===== src/rtl/control_sequencer_pkg.sv =====
// Shared types and constants for the control sequencer: state enum, opcode and ALU code tables,
// IR field positions and the strobe bundle.
package cu_pkg;

  localparam int IRW  = 32;
  localparam int OPW  = 5;
  localparam int ALUW = 5;

  localparam int OPC_MSB = 31;
  localparam int OPC_LSB = 27;
  localparam int RA_MSB  = 26;
  localparam int RA_LSB  = 23;
  localparam int RB_MSB  = 22;
  localparam int RB_LSB  = 19;
  localparam int RC_MSB  = 18;
  localparam int RC_LSB  = 15;

  typedef enum logic [2:0] {
    S_T0,
    S_T1,
    S_T2,
    S_T3,
    S_T4,
    S_T5,
    S_HALT
  } cu_state_e;

  localparam logic [OPW-1:0] OP_ADD  = 5'b00011;
  localparam logic [OPW-1:0] OP_SUB  = 5'b00100;
  localparam logic [OPW-1:0] OP_AND  = 5'b00101;
  localparam logic [OPW-1:0] OP_OR   = 5'b00110;
  localparam logic [OPW-1:0] OP_NOP  = 5'b11010;
  localparam logic [OPW-1:0] OP_HALT = 5'b11011;

  localparam logic [ALUW-1:0] ALU_ADD = 5'b00010;
  localparam logic [ALUW-1:0] ALU_SUB = 5'b00011;
  localparam logic [ALUW-1:0] ALU_AND = 5'b00001;
  localparam logic [ALUW-1:0] ALU_OR  = 5'b00100;

  typedef struct packed {
    logic PCout;
    logic ZLOout;
    logic MDRout;
    logic MARin;
    logic Zin;
    logic PCin;
    logic MDRin;
    logic IRin;
    logic Yin;
    logic IncrementPC;
    logic Read;
    logic Gra;
    logic Grb;
    logic Grc;
    logic Rin;
    logic Rout;
  } cu_strobes_t;

  function automatic logic [OPW-1:0] ir_opc(input logic [IRW-1:0] ir);
    return ir[OPC_MSB:OPC_LSB];
  endfunction

endpackage


===== src/rtl/control_sequencer_if.sv =====
// Control-unit <-> datapath signal bundle. master = control unit, slave = datapath side.
interface control_sequencer_if;
  import cu_pkg::*;

  // No valid/ready pair: every strobe is a level held for the whole cycle and sampled by the
  // datapath on the next rising edge; MemReady acts as the ready for the T1 memory read.
  logic [IRW-1:0]  IR;
  logic            Stop;
  logic            MemReady;
  logic            Run;
  logic            PCout, ZLOout, MDRout;
  logic            MARin, Zin, PCin, MDRin, IRin, Yin;
  logic            IncrementPC, Read;
  logic            Gra, Grb, Grc, Rin, Rout;
  logic [ALUW-1:0] ALUControl;
  cu_state_e       state;

  modport master (
    input  IR, Stop, MemReady,
    output Run, PCout, ZLOout, MDRout, MARin, Zin, PCin, MDRin, IRin, Yin,
           IncrementPC, Read, Gra, Grb, Grc, Rin, Rout, ALUControl, state
  );

  modport slave (
    output IR, Stop, MemReady,
    input  Run, PCout, ZLOout, MDRout, MARin, Zin, PCin, MDRin, IRin, Yin,
           IncrementPC, Read, Gra, Grb, Grc, Rin, Rout, ALUControl, state
  );
endinterface


===== src/rtl/control_sequencer_op_decode.sv =====
// Combinational opcode classifier: IR[31:27] -> {is_alu, is_nop, is_halt, alu_code}.
// Unlisted opcodes are treated as NOP.
module cu_op_decode
  import cu_pkg::*;
(
  input  logic [OPW-1:0]  opc_i,
  output logic            is_alu_o,
  output logic            is_nop_o,
  output logic            is_halt_o,
  output logic [ALUW-1:0] alu_code_o
);

  always_comb begin
    is_alu_o   = 1'b0;
    is_nop_o   = 1'b1;
    is_halt_o  = 1'b0;
    alu_code_o = '0;
    case (opc_i)
      OP_ADD:  begin is_alu_o = 1'b1; is_nop_o = 1'b0; alu_code_o = ALU_ADD; end
      OP_SUB:  begin is_alu_o = 1'b1; is_nop_o = 1'b0; alu_code_o = ALU_SUB; end
      OP_AND:  begin is_alu_o = 1'b1; is_nop_o = 1'b0; alu_code_o = ALU_AND; end
      OP_OR:   begin is_alu_o = 1'b1; is_nop_o = 1'b0; alu_code_o = ALU_OR;  end
      OP_HALT: begin is_halt_o = 1'b1; is_nop_o = 1'b0; end
      default: ;
    endcase
  end

endmodule


===== src/rtl/control_sequencer.sv =====
// Hardwired T-state control unit for the phase-1 datapath (fetch T0-T2, ALU execute T3-T5).
// Optional feature: CU_MEM_WAIT_EN holds T1 until MemReady is seen.
module control_sequencer
  import cu_pkg::*;
(
  input  logic                Clock,
  input  logic                Resetn,
  control_sequencer_if.master bus
);

  cu_state_e       state_q;
  logic            stop_pend_q;
  logic            t1_wait;
  logic            is_alu, is_nop, is_halt;
  logic [ALUW-1:0] alu_code;
  logic            halt_req;
  cu_strobes_t     strb;
  cu_strobes_t     strb_g;
  logic [ALUW-1:0] alu_ctl;

  cu_op_decode u_dec (
    .opc_i      (ir_opc(bus.IR)),
    .is_alu_o   (is_alu),
    .is_nop_o   (is_nop),
    .is_halt_o  (is_halt),
    .alu_code_o (alu_code)
  );

  // Stop is latched so a request seen mid-instruction still halts at the instruction boundary.
  assign halt_req = bus.Stop | stop_pend_q;

`ifdef CU_MEM_WAIT_EN
  logic t1_wait_q;
  logic unused_bits;
  assign t1_wait     = t1_wait_q;
  assign unused_bits = ^bus.IR[OPC_LSB-1:0];
`else
  logic unused_bits;
  assign t1_wait     = 1'b0;
  assign unused_bits = ^{bus.MemReady, bus.IR[OPC_LSB-1:0]};
`endif

  always_ff @(posedge Clock or negedge Resetn) begin
    if (!Resetn) begin
      state_q     <= S_T0;
      stop_pend_q <= 1'b0;
`ifdef CU_MEM_WAIT_EN
      t1_wait_q   <= 1'b0;
`endif
    end else begin
      if (state_q != S_HALT) stop_pend_q <= halt_req;
      case (state_q)
        S_T0: state_q <= S_T1;
        S_T1: begin
`ifdef CU_MEM_WAIT_EN
          if (bus.MemReady) begin
            state_q   <= S_T2;
            t1_wait_q <= 1'b0;
          end else begin
            t1_wait_q <= 1'b1;
          end
`else
          state_q <= S_T2;
`endif
        end
        S_T2: state_q <= S_T3;
        S_T3: begin
          if (is_alu)      state_q <= S_T4;
          else if (is_nop) state_q <= halt_req ? S_HALT : S_T0;
          else             state_q <= S_HALT;
        end
        S_T4: state_q <= S_T5;
        S_T5: state_q <= halt_req ? S_HALT : S_T0;
        default: state_q <= S_HALT;
      endcase
    end
  end

  always_comb begin
    strb    = '0;
    alu_ctl = '0;
    case (state_q)
      S_T0: begin
        strb.PCout = 1'b1; strb.MARin = 1'b1; strb.IncrementPC = 1'b1; strb.Zin = 1'b1;
      end
      S_T1: begin
        strb.Read   = 1'b1;
        strb.MDRin  = 1'b1;
        strb.ZLOout = !t1_wait;
        strb.PCin   = !t1_wait;
      end
      S_T2: begin
        strb.MDRout = 1'b1; strb.IRin = 1'b1;
      end
      S_T3: begin
        strb.Grb = is_alu; strb.Rout = is_alu; strb.Yin = is_alu;
      end
      S_T4: begin
        strb.Grc = 1'b1; strb.Rout = 1'b1; strb.Zin = 1'b1;
        alu_ctl  = alu_code;
      end
      S_T5: begin
        strb.ZLOout = 1'b1; strb.Gra = 1'b1; strb.Rin = 1'b1;
      end
      default: ;
    endcase
  end

  // Gating with Resetn clears the strobes the instant reset asserts, independent of the clock.
  assign strb_g = Resetn ? strb : '0;

  assign bus.Run         = (state_q != S_HALT);
  assign bus.ALUControl  = Resetn ? alu_ctl : '0;
  assign bus.state       = state_q;
  assign bus.PCout       = strb_g.PCout;
  assign bus.ZLOout      = strb_g.ZLOout;
  assign bus.MDRout      = strb_g.MDRout;
  assign bus.MARin       = strb_g.MARin;
  assign bus.Zin         = strb_g.Zin;
  assign bus.PCin        = strb_g.PCin;
  assign bus.MDRin       = strb_g.MDRin;
  assign bus.IRin        = strb_g.IRin;
  assign bus.Yin         = strb_g.Yin;
  assign bus.IncrementPC = strb_g.IncrementPC;
  assign bus.Read        = strb_g.Read;
  assign bus.Gra         = strb_g.Gra;
  assign bus.Grb         = strb_g.Grb;
  assign bus.Grc         = strb_g.Grc;
  assign bus.Rin         = strb_g.Rin;
  assign bus.Rout        = strb_g.Rout;

  a_bus_onehot: assert property (@(posedge Clock) disable iff (!Resetn)
    $onehot0({bus.PCout, bus.ZLOout, bus.MDRout, bus.Rout}))
    else $error("bus driver contention");

endmodule


===== src/flat_wrapper.sv =====
// flat-port wrapper written by rule: the top's interface ports become plain ports
module control_sequencer_flat import cu_pkg::*;
  (Clock, Resetn, bus_IR, bus_Stop, bus_MemReady, bus_Run, bus_PCout, bus_ZLOout, bus_MDRout, bus_MARin, bus_Zin, bus_PCin, bus_MDRin, bus_IRin, bus_Yin, bus_IncrementPC, bus_Read, bus_Gra, bus_Grb, bus_Grc, bus_Rin, bus_Rout, bus_ALUControl, bus_state);
  control_sequencer_if bus_i ();
  input  logic Clock;
  input  logic Resetn;
  input wire logic [$bits(bus_i.IR)-1:0] bus_IR;
  input wire logic [$bits(bus_i.Stop)-1:0] bus_Stop;
  input wire logic [$bits(bus_i.MemReady)-1:0] bus_MemReady;
  output wire logic [$bits(bus_i.Run)-1:0] bus_Run;
  output wire logic [$bits(bus_i.PCout)-1:0] bus_PCout;
  output wire logic [$bits(bus_i.ZLOout)-1:0] bus_ZLOout;
  output wire logic [$bits(bus_i.MDRout)-1:0] bus_MDRout;
  output wire logic [$bits(bus_i.MARin)-1:0] bus_MARin;
  output wire logic [$bits(bus_i.Zin)-1:0] bus_Zin;
  output wire logic [$bits(bus_i.PCin)-1:0] bus_PCin;
  output wire logic [$bits(bus_i.MDRin)-1:0] bus_MDRin;
  output wire logic [$bits(bus_i.IRin)-1:0] bus_IRin;
  output wire logic [$bits(bus_i.Yin)-1:0] bus_Yin;
  output wire logic [$bits(bus_i.IncrementPC)-1:0] bus_IncrementPC;
  output wire logic [$bits(bus_i.Read)-1:0] bus_Read;
  output wire logic [$bits(bus_i.Gra)-1:0] bus_Gra;
  output wire logic [$bits(bus_i.Grb)-1:0] bus_Grb;
  output wire logic [$bits(bus_i.Grc)-1:0] bus_Grc;
  output wire logic [$bits(bus_i.Rin)-1:0] bus_Rin;
  output wire logic [$bits(bus_i.Rout)-1:0] bus_Rout;
  output wire logic [$bits(bus_i.ALUControl)-1:0] bus_ALUControl;
  output wire logic [$bits(bus_i.state)-1:0] bus_state;
  assign bus_i.IR = bus_IR;
  assign bus_i.Stop = bus_Stop;
  assign bus_i.MemReady = bus_MemReady;
  assign bus_Run = bus_i.Run;
  assign bus_PCout = bus_i.PCout;
  assign bus_ZLOout = bus_i.ZLOout;
  assign bus_MDRout = bus_i.MDRout;
  assign bus_MARin = bus_i.MARin;
  assign bus_Zin = bus_i.Zin;
  assign bus_PCin = bus_i.PCin;
  assign bus_MDRin = bus_i.MDRin;
  assign bus_IRin = bus_i.IRin;
  assign bus_Yin = bus_i.Yin;
  assign bus_IncrementPC = bus_i.IncrementPC;
  assign bus_Read = bus_i.Read;
  assign bus_Gra = bus_i.Gra;
  assign bus_Grb = bus_i.Grb;
  assign bus_Grc = bus_i.Grc;
  assign bus_Rin = bus_i.Rin;
  assign bus_Rout = bus_i.Rout;
  assign bus_ALUControl = bus_i.ALUControl;
  assign bus_state = bus_i.state;
  control_sequencer u_core (.Clock(Clock), .Resetn(Resetn), .bus(bus_i));
endmodule

===== config.mk =====
export PLATFORM = sky130hd
export DESIGN_NAME = control_sequencer_flat
export DESIGN_NICKNAME = d
export VERILOG_FILES = /design/src/rtl/control_sequencer_pkg.sv /design/src/rtl/control_sequencer_if.sv /design/src/rtl/control_sequencer_op_decode.sv /design/src/rtl/control_sequencer.sv /design/src/flat_wrapper.sv
export SDC_FILE = /design/constraint.sdc
export NUM_CORES = 1
export LEC_CHECK = 0
export ABC_AREA = 1
export BUFFER_PORTS_ARGS = -buffer_cell sky130_fd_sc_hd__buf_2
export CORE_MARGIN = 1.5
export CORE_UTILIZATION = 31
export DETAILED_ROUTE_END_ITERATION = 8
export HOLD_SLACK_MARGIN = 0.03
export PLACE_DENSITY_LB_ADDON = 0.08
export SLEW_MARGIN = 30
export SYNTH_ARGS = -nofsm -noshare
export SYNTH_HDL_FRONTEND = slang
export SYNTH_SLANG_ARGS = --single-unit

===== constraint.sdc =====
create_clock -name Clock -period 3.5 [get_ports Clock]
set_clock_uncertainty 0.2 [all_clocks]
set_input_delay 0.35 -clock Clock [delete_from_list [all_inputs] [get_ports Clock]]
set_output_delay 0.35 -clock Clock [all_outputs]
set_load 0.05 [all_outputs]

==> impl_results.md, run 1 <==
* Post-route DRC at 0
* Num CTS Buffers at 3
* WP buf/inv at 4
* CTS tree: yes
* Core area at 1270 um^2
* Critical Path RT at 2950 ps
* Crit share post-route at 0.678
* DP Wirelength at 753 um
* Status: finished clean
* Cell area after layout at 554 um^2
* Max incr delay on CP at 530 ps
* Origin of the worst setup path: Resetn
* Post-synthesis sequential area ratio at 0.240
* Reg power frac at 0.258
* Top-area cell type share of the netlist area at 0.240
* Placed Cells at 104
* Clock share of power at 0.188
* Wirelength, routed at slightly above 900 um
* Switch share at 0.555
* DRT Pass-1 Iters at 4
* Vias per cell at 4.44
* Worst-Skew Late Latency at 240 ps
* Critical Path End Type: output port
* Slowest cell on crit path: dlygate4sd3_1
* Nets at 131
* Non-filler cells in the finished layout at 108
* Max_cap viols at 0
* CP Max Fanout at 7
* Maximum root-to-sink buffer count at 2
* Minimum clock period at 2370 ps
* GRT overflow at 0
* RSZ-0062 raised after global routing: false
* Buffers inserted by post-CTS timing repair at 0
* CP cell instances: dlygate4sd3_1 -> buf_2 -> inv_1 -> nor4_1 -> buf_2
* Vias at 480
* All-layer global routing usage at 0.138
* CP delay by family, top: buffers and inverters
* Area grow syn2layout at 33.0%
* R2R setup slack at 2250 ps
* Largest net degree at the start of global routing at 9
* Pins Over Slew Limit at 0
* Post-Syn Area at 417 um^2
* Antenna violations before repair at 0
* Comb power frac at 0.554
* Yosys cell types at 18
* Maximum vdd drop at 0.000333 V
* Leak pwr at 0.000372 uW
* CP Class: primary input to output port
* #FFs+latches synth at 4
* Setup TNS at 0 ps
* Mean post-synth cell area at 6.22 um^2
* DR iter-0 viols at 2
* Total Power Consumption at 311 uW
* Die ar. at 1570 um^2
* Initial core utilization at 0.328
* Root Driver: clkbuf_4
* Wire length per cell at 8.58 um
* Die Span Y at about 40 um
* Area leader, netlist: dfrtp_1
* Die Width at roughly 40 um
* Synth warn at 0
* Hold wc startpoint: bus_Stop
* P per Cell Area at 560 nW/um^2
* Synthesized instance count at 67
* CP arrival at 1820 ps
* Worst R2R Start: u_core.bus.state[2]$_DFF_PN0_
* Max Fclk at around 0.42 GHz
* # setup viols final at 0
* Worst Setup Start Kind: primary input
* Switch Pwr at 172 uW
* Hold WC Path Type: primary input to flop
* Antenna Nets Post-Route at 0
* GP Congestion at between 0.7 and 0.8
* Buffers on Ports at 30
* # IOs at 61
* Clk pin slew, worst setup/hold paths at roughly 30 ps
* Commonest non-fill, non-tap cells in the layout: 30 x buf_2, 10 x nor2_1, 10 x nand2_1
* Htree depth at 1
* Post-CTS Hold Fix Bufs at 1
* # rows at 13
* CTS resizes at 0
* Pint at 138 uW
* Commonest non-fill, non-tap cell in the layout: buf_2
* Share of cells above drive strength 1 at 0.441
* Cell mode on critical path: buf_2
* ANT cells at 0
* Post-Place Cell Area at about 520 um^2
* Final Hold Fails at 0
* Vias in the first global route at 360
* Synth top area cells: dfrtp_1 24%, buf_4 16%, nand2_1 9.0%
* Sink Count at 4
* Global-route wire length before repair at 1.41 mm
tightest hold or removal path: cells and delay by family:
family | cells | cell delay (ps)
and+or+nand+nor | 2 | 180
buffers and inverters | 1 | 80
synth_stat cells (all sizes together):
library cell	number
nor2	11
nor3	3
nor4	3
inv	12
conb	1
nand3	8
a21oi	3
buf	9
dfrtp	4
nand2	11
o21ai	2
sequential cells by signal, summed over array words and instances (netlist names):
register / flops
u_core.bus.state: 3
u_core.stop_pend_q: 1
through the flow:
step           setup slack [ps]  hold WS (ps)   util
4_1_cts                    1100           199  0.437
6_report                   1130           210  0.437
3_3_place_gp               1640         -12.5  0.411
3_5_place_dp               1600         -11.6  0.411
5_1_grt                     942           235  0.437
2_1_floorplan              42.0          -146      -
area by class of cell:
type                    count  area [um^2]
multi-input cells          43          208
fillers                   156          714
flip-flops and latches      4          100
inverters                  12         45.0
clock buffers               3         22.5
well taps                  15         18.8
repair buffers             31          160
logic make-up (layout without fill, tap and decap cells):
group | Yosys count | count (layout) | share of synthesized area
and+or+nand+nor | 36 | 36 | 0.411
AOI/OAI and AO/OA | 5 | 5 | 0.0691
buffers and inverters | 21 | 46 | 0.270
DFF | 4 | 4 | 0.240
other | 1 | 2 | 0.00900
power groups by stage:
| stage | logic [uW] | clock network [uW] | registers [uW] |
|---|---|---|---|
| after floorplan | 113 | 0 | 105 |
| after global placement | 172 | 0 | 80.8 |
| after detailed placement | 172 | 0 | 80.8 |
| after CTS | 174 | 63.0 | 80.3 |
| after global routing | 189 | 66.0 | 82.9 |
| final | 172 | 58.5 | 80.0 |
per-layer routing:
metal,vias up,GRT usage,part of all wire
met3,0,0.0511,0.065
li1,253,-,-
met4,0,0.0776,0
met5,-,0,0
met2,21,0.217,0.49
met1,206,0.156,0.45
path summary, 6_finish.rpt:
path / end / cells past startpoint
hold reg to reg: u_core.stop_pend_q$_DFFE_PN0P_ / 2
max in group asynchronous: u_core.stop_pend_q$_DFFE_PN0P_ / 2
setup / recovery: bus_PCin / 5
setup reg to reg: u_core.bus.state[1]$_DFF_PN0_ / 5
hold / removal: u_core.stop_pend_q$_DFFE_PN0P_ / 3
min in group asynchronous: u_core.bus.state[1]$_DFF_PN0_ / 2
No activity file was read; power rests on OpenSTA's default activity.
==> run 2: changes to the inputs <==
--- a/config.mk
+++ b/config.mk
@@ -8,7 +8,7 @@
 export ABC_AREA = 1
 export BUFFER_PORTS_ARGS = -buffer_cell sky130_fd_sc_hd__buf_2
 export CORE_MARGIN = 1.5
-export CORE_UTILIZATION = 31
+export CORE_UTILIZATION = 28
 export DETAILED_ROUTE_END_ITERATION = 8
 export HOLD_SLACK_MARGIN = 0.03
 export PLACE_DENSITY_LB_ADDON = 0.08
==> constraint.sdc (replaced) <==
create_clock -name Clock -period 2.2 [get_ports Clock]
set_clock_uncertainty 0.2 [all_clocks]
set_input_delay 0.22 -clock Clock [delete_from_list [all_inputs] [get_ports Clock]]
set_output_delay 0.22 -clock Clock [all_outputs]
set_load 0.05 [all_outputs]
==> impl_results.md, run 2 (same netlist as run 1, synthesis figures left out) <==
* Maximum root-to-sink buffer count at 2 (unchanged)
* Critical Path End Type: output port
* Vias at 494 (+2.9%)
* DR iter-0 viols at 11 (+9)
* Dpl ws at 441 ps (-1160 ps)
* Wirelength, routed at 936 um (+0.97%)
* Maximum vdd drop at 0.000405 V (+21%)
* Global-route wire length before repair at 1.55 mm (+9.8%)
* Antenna violations before repair at 0 (unchanged)
* Buffers on Ports at 30 (unchanged)
* Final Hold Fails at 0 (unchanged)
* All-layer global routing usage at 0.117 (-0.0205)
* CP Max Fanout at 7 (unchanged)
* Leak pwr at 0.000383 uW (+2.9%)
* Die Span Y at 41.6 um (+4.8%)
* Core area at 1350 um^2 (+6.4%)
* Share of cells above drive strength 1 at 0.521 (+0.0804)
* Die Width at 41.6 um (+4.8%)
* Area grow syn2layout at 52.6%
* Pins Over Slew Limit at 0 (unchanged)
* Largest net degree at the start of global routing at 9 (unchanged)
* Clk pin slew, worst setup/hold paths at 30 ps (about the same)
* CP arrival at 1710 ps (-110 ps)
* Worst Setup Start Kind: primary input
* # setup viols final at 0 (unchanged)
* Nets at 131 (unchanged)
* Hold WS at 76.2 ps (-134 ps)
* Reg2Reg Capture Point: u_core.bus.state[1]$_DFF_PN0_
* Die ar. at 1730 um^2 (+9.9%)
* Max_cap viols at 0 (unchanged)
* Largest register FFs at 3 (unchanged)
* Cell count of the worst reg-to-reg path at 5 (unchanged)
* Htree depth at 1 (unchanged)
* Status: finished clean
* Antenna Nets Post-Route at 0 (unchanged)
* Worst R2R Start: u_core.bus.state[2]$_DFF_PN0_
* Vias per cell at 4.53 (+2.0%)
* Critical Path RT at 1780 ps (-1170 ps)
* Vias in the first global route at 390 (+8.3%)
* Crit share post-route at 0.970
* P per Cell Area at 847 nW/um^2 (+51%)
* # IOs at 61 (unchanged)
* Initial core utilization at 0.309 (-0.0198)
* Sink Count at 4 (unchanged)
* CP cell instances: dlygate4sd3_1 -> buf_2 -> inv_1 -> nor4_4 -> clkbuf_4
* Wire length per cell at 8.59 um (about the same)
* R2R setup slack at 860 ps (-1390 ps)
* Final WS setup at 65.4 ps (-1060 ps)
* Num CTS Buffers at 3 (unchanged)
* Commonest non-fill, non-tap cells in the layout: 25 x buf_2, 10 x nor2_1, 10 x nand2_1
* Hold WC Path Type: primary input to flop
* Max incr delay on CP at 510 ps (-20 ps)
* Buffers inserted by post-CTS timing repair at 0 (unchanged)
* Commonest non-fill, non-tap cell in the layout: buf_2
* Setup TNS at 0 ps (unchanged)
* DP Wirelength at 798 um (+6.0%)
* GP Congestion at 0.765 (+9.1%)
* GRT overflow at 0 (unchanged)
* Root Driver: clkbuf_4
* Minimum clock period at 2130 ps
* Slowest cell on crit path: dlygate4sd3_1
* ANT cells at 0 (unchanged)
* CTS tree: yes
* Post-route DRC at 0 (unchanged)
* # rows at 13 (unchanged)
* Hold wc startpoint: bus_Stop
* CP Class: primary input to output port
* Max Fclk at 0.468 GHz
* RSZ-0062 raised after global routing: true
* Hold worst-path end: u_core.stop_pend_q$_DFFE_PN0P_
* Hold depth at 3 (unchanged)
* DRT Pass-1 Iters at 4 (unchanged)
* Worst-Skew Late Latency at 240 ps (about the same)
-- run 2: what timing repair did --
action,4_1_cts,5_1_grt
hold buffers,1,0
endpoints found under the setup margin,0,5
gates resized for setup,0,5
hold endpoints to repair,4,0
-- run 2: layer usage --
layer / vias up / wire length (um) / global-route usage
li1: 255 / - / -
met4: 0 / 15 / 0.0968
met3: 2 / 69 / 0.0261
met1: 215 / 426 / 0.155
met5: - / 0 / 0
met2: 22 / 424 / 0.159
-- run 2: power by group --
part | internal [uW] | switching [uW]
Clock | 68.2 | 32.2
Sequential | 98.5 | 45.3
Combinational | 69.4 | 225
-- run 2: through the flow --
stage | utilization | cell area (um^2) | instances | total power, uW
6_report | 0.471 | 636 | 109 | 538
5_1_grt | 0.471 | 636 | 109 | 579
4_1_cts | 0.462 | 623 | 109 | 548
3_5_place_dp | 0.435 | 587 | 104 | 440
3_3_place_gp | 0.435 | 587 | 104 | 440
2_1_floorplan | - | 485 | 68 | 383
-- run 2: worst max-delay path by stage --
stage	start	endpoint	cells after the start
2_1_floorplan	u_core.bus.state[0]$_DFF_PN0_	bus_Rin	3
3_3_place_gp	u_core.bus.state[0]$_DFF_PN0_	bus_ALUControl[1]	6
3_5_place_dp	u_core.bus.state[0]$_DFF_PN0_	bus_ALUControl[1]	6
4_1_cts	Resetn	bus_Read	5
5_1_grt	Resetn	bus_Read	5
6_report	Resetn	bus_Read	5
-- run 2: area by class of cell --
type,count,area (um^2)
Multi-Input combinational cell,43,269
Inverter,12,45.0
Fill cell,148,714
Clock buffer,4,26.3
Sequential cell,4,104
Tap cell,15,18.8
Timing Repair Buffer,31,173
-- run 2: worst max-delay path: cells and delay by family --
| family | cells | cell delay (ps) |
|---|---|---|
| buffers and inverters | 4 | 1200 |
| and+or+nand+nor | 1 | 290 |
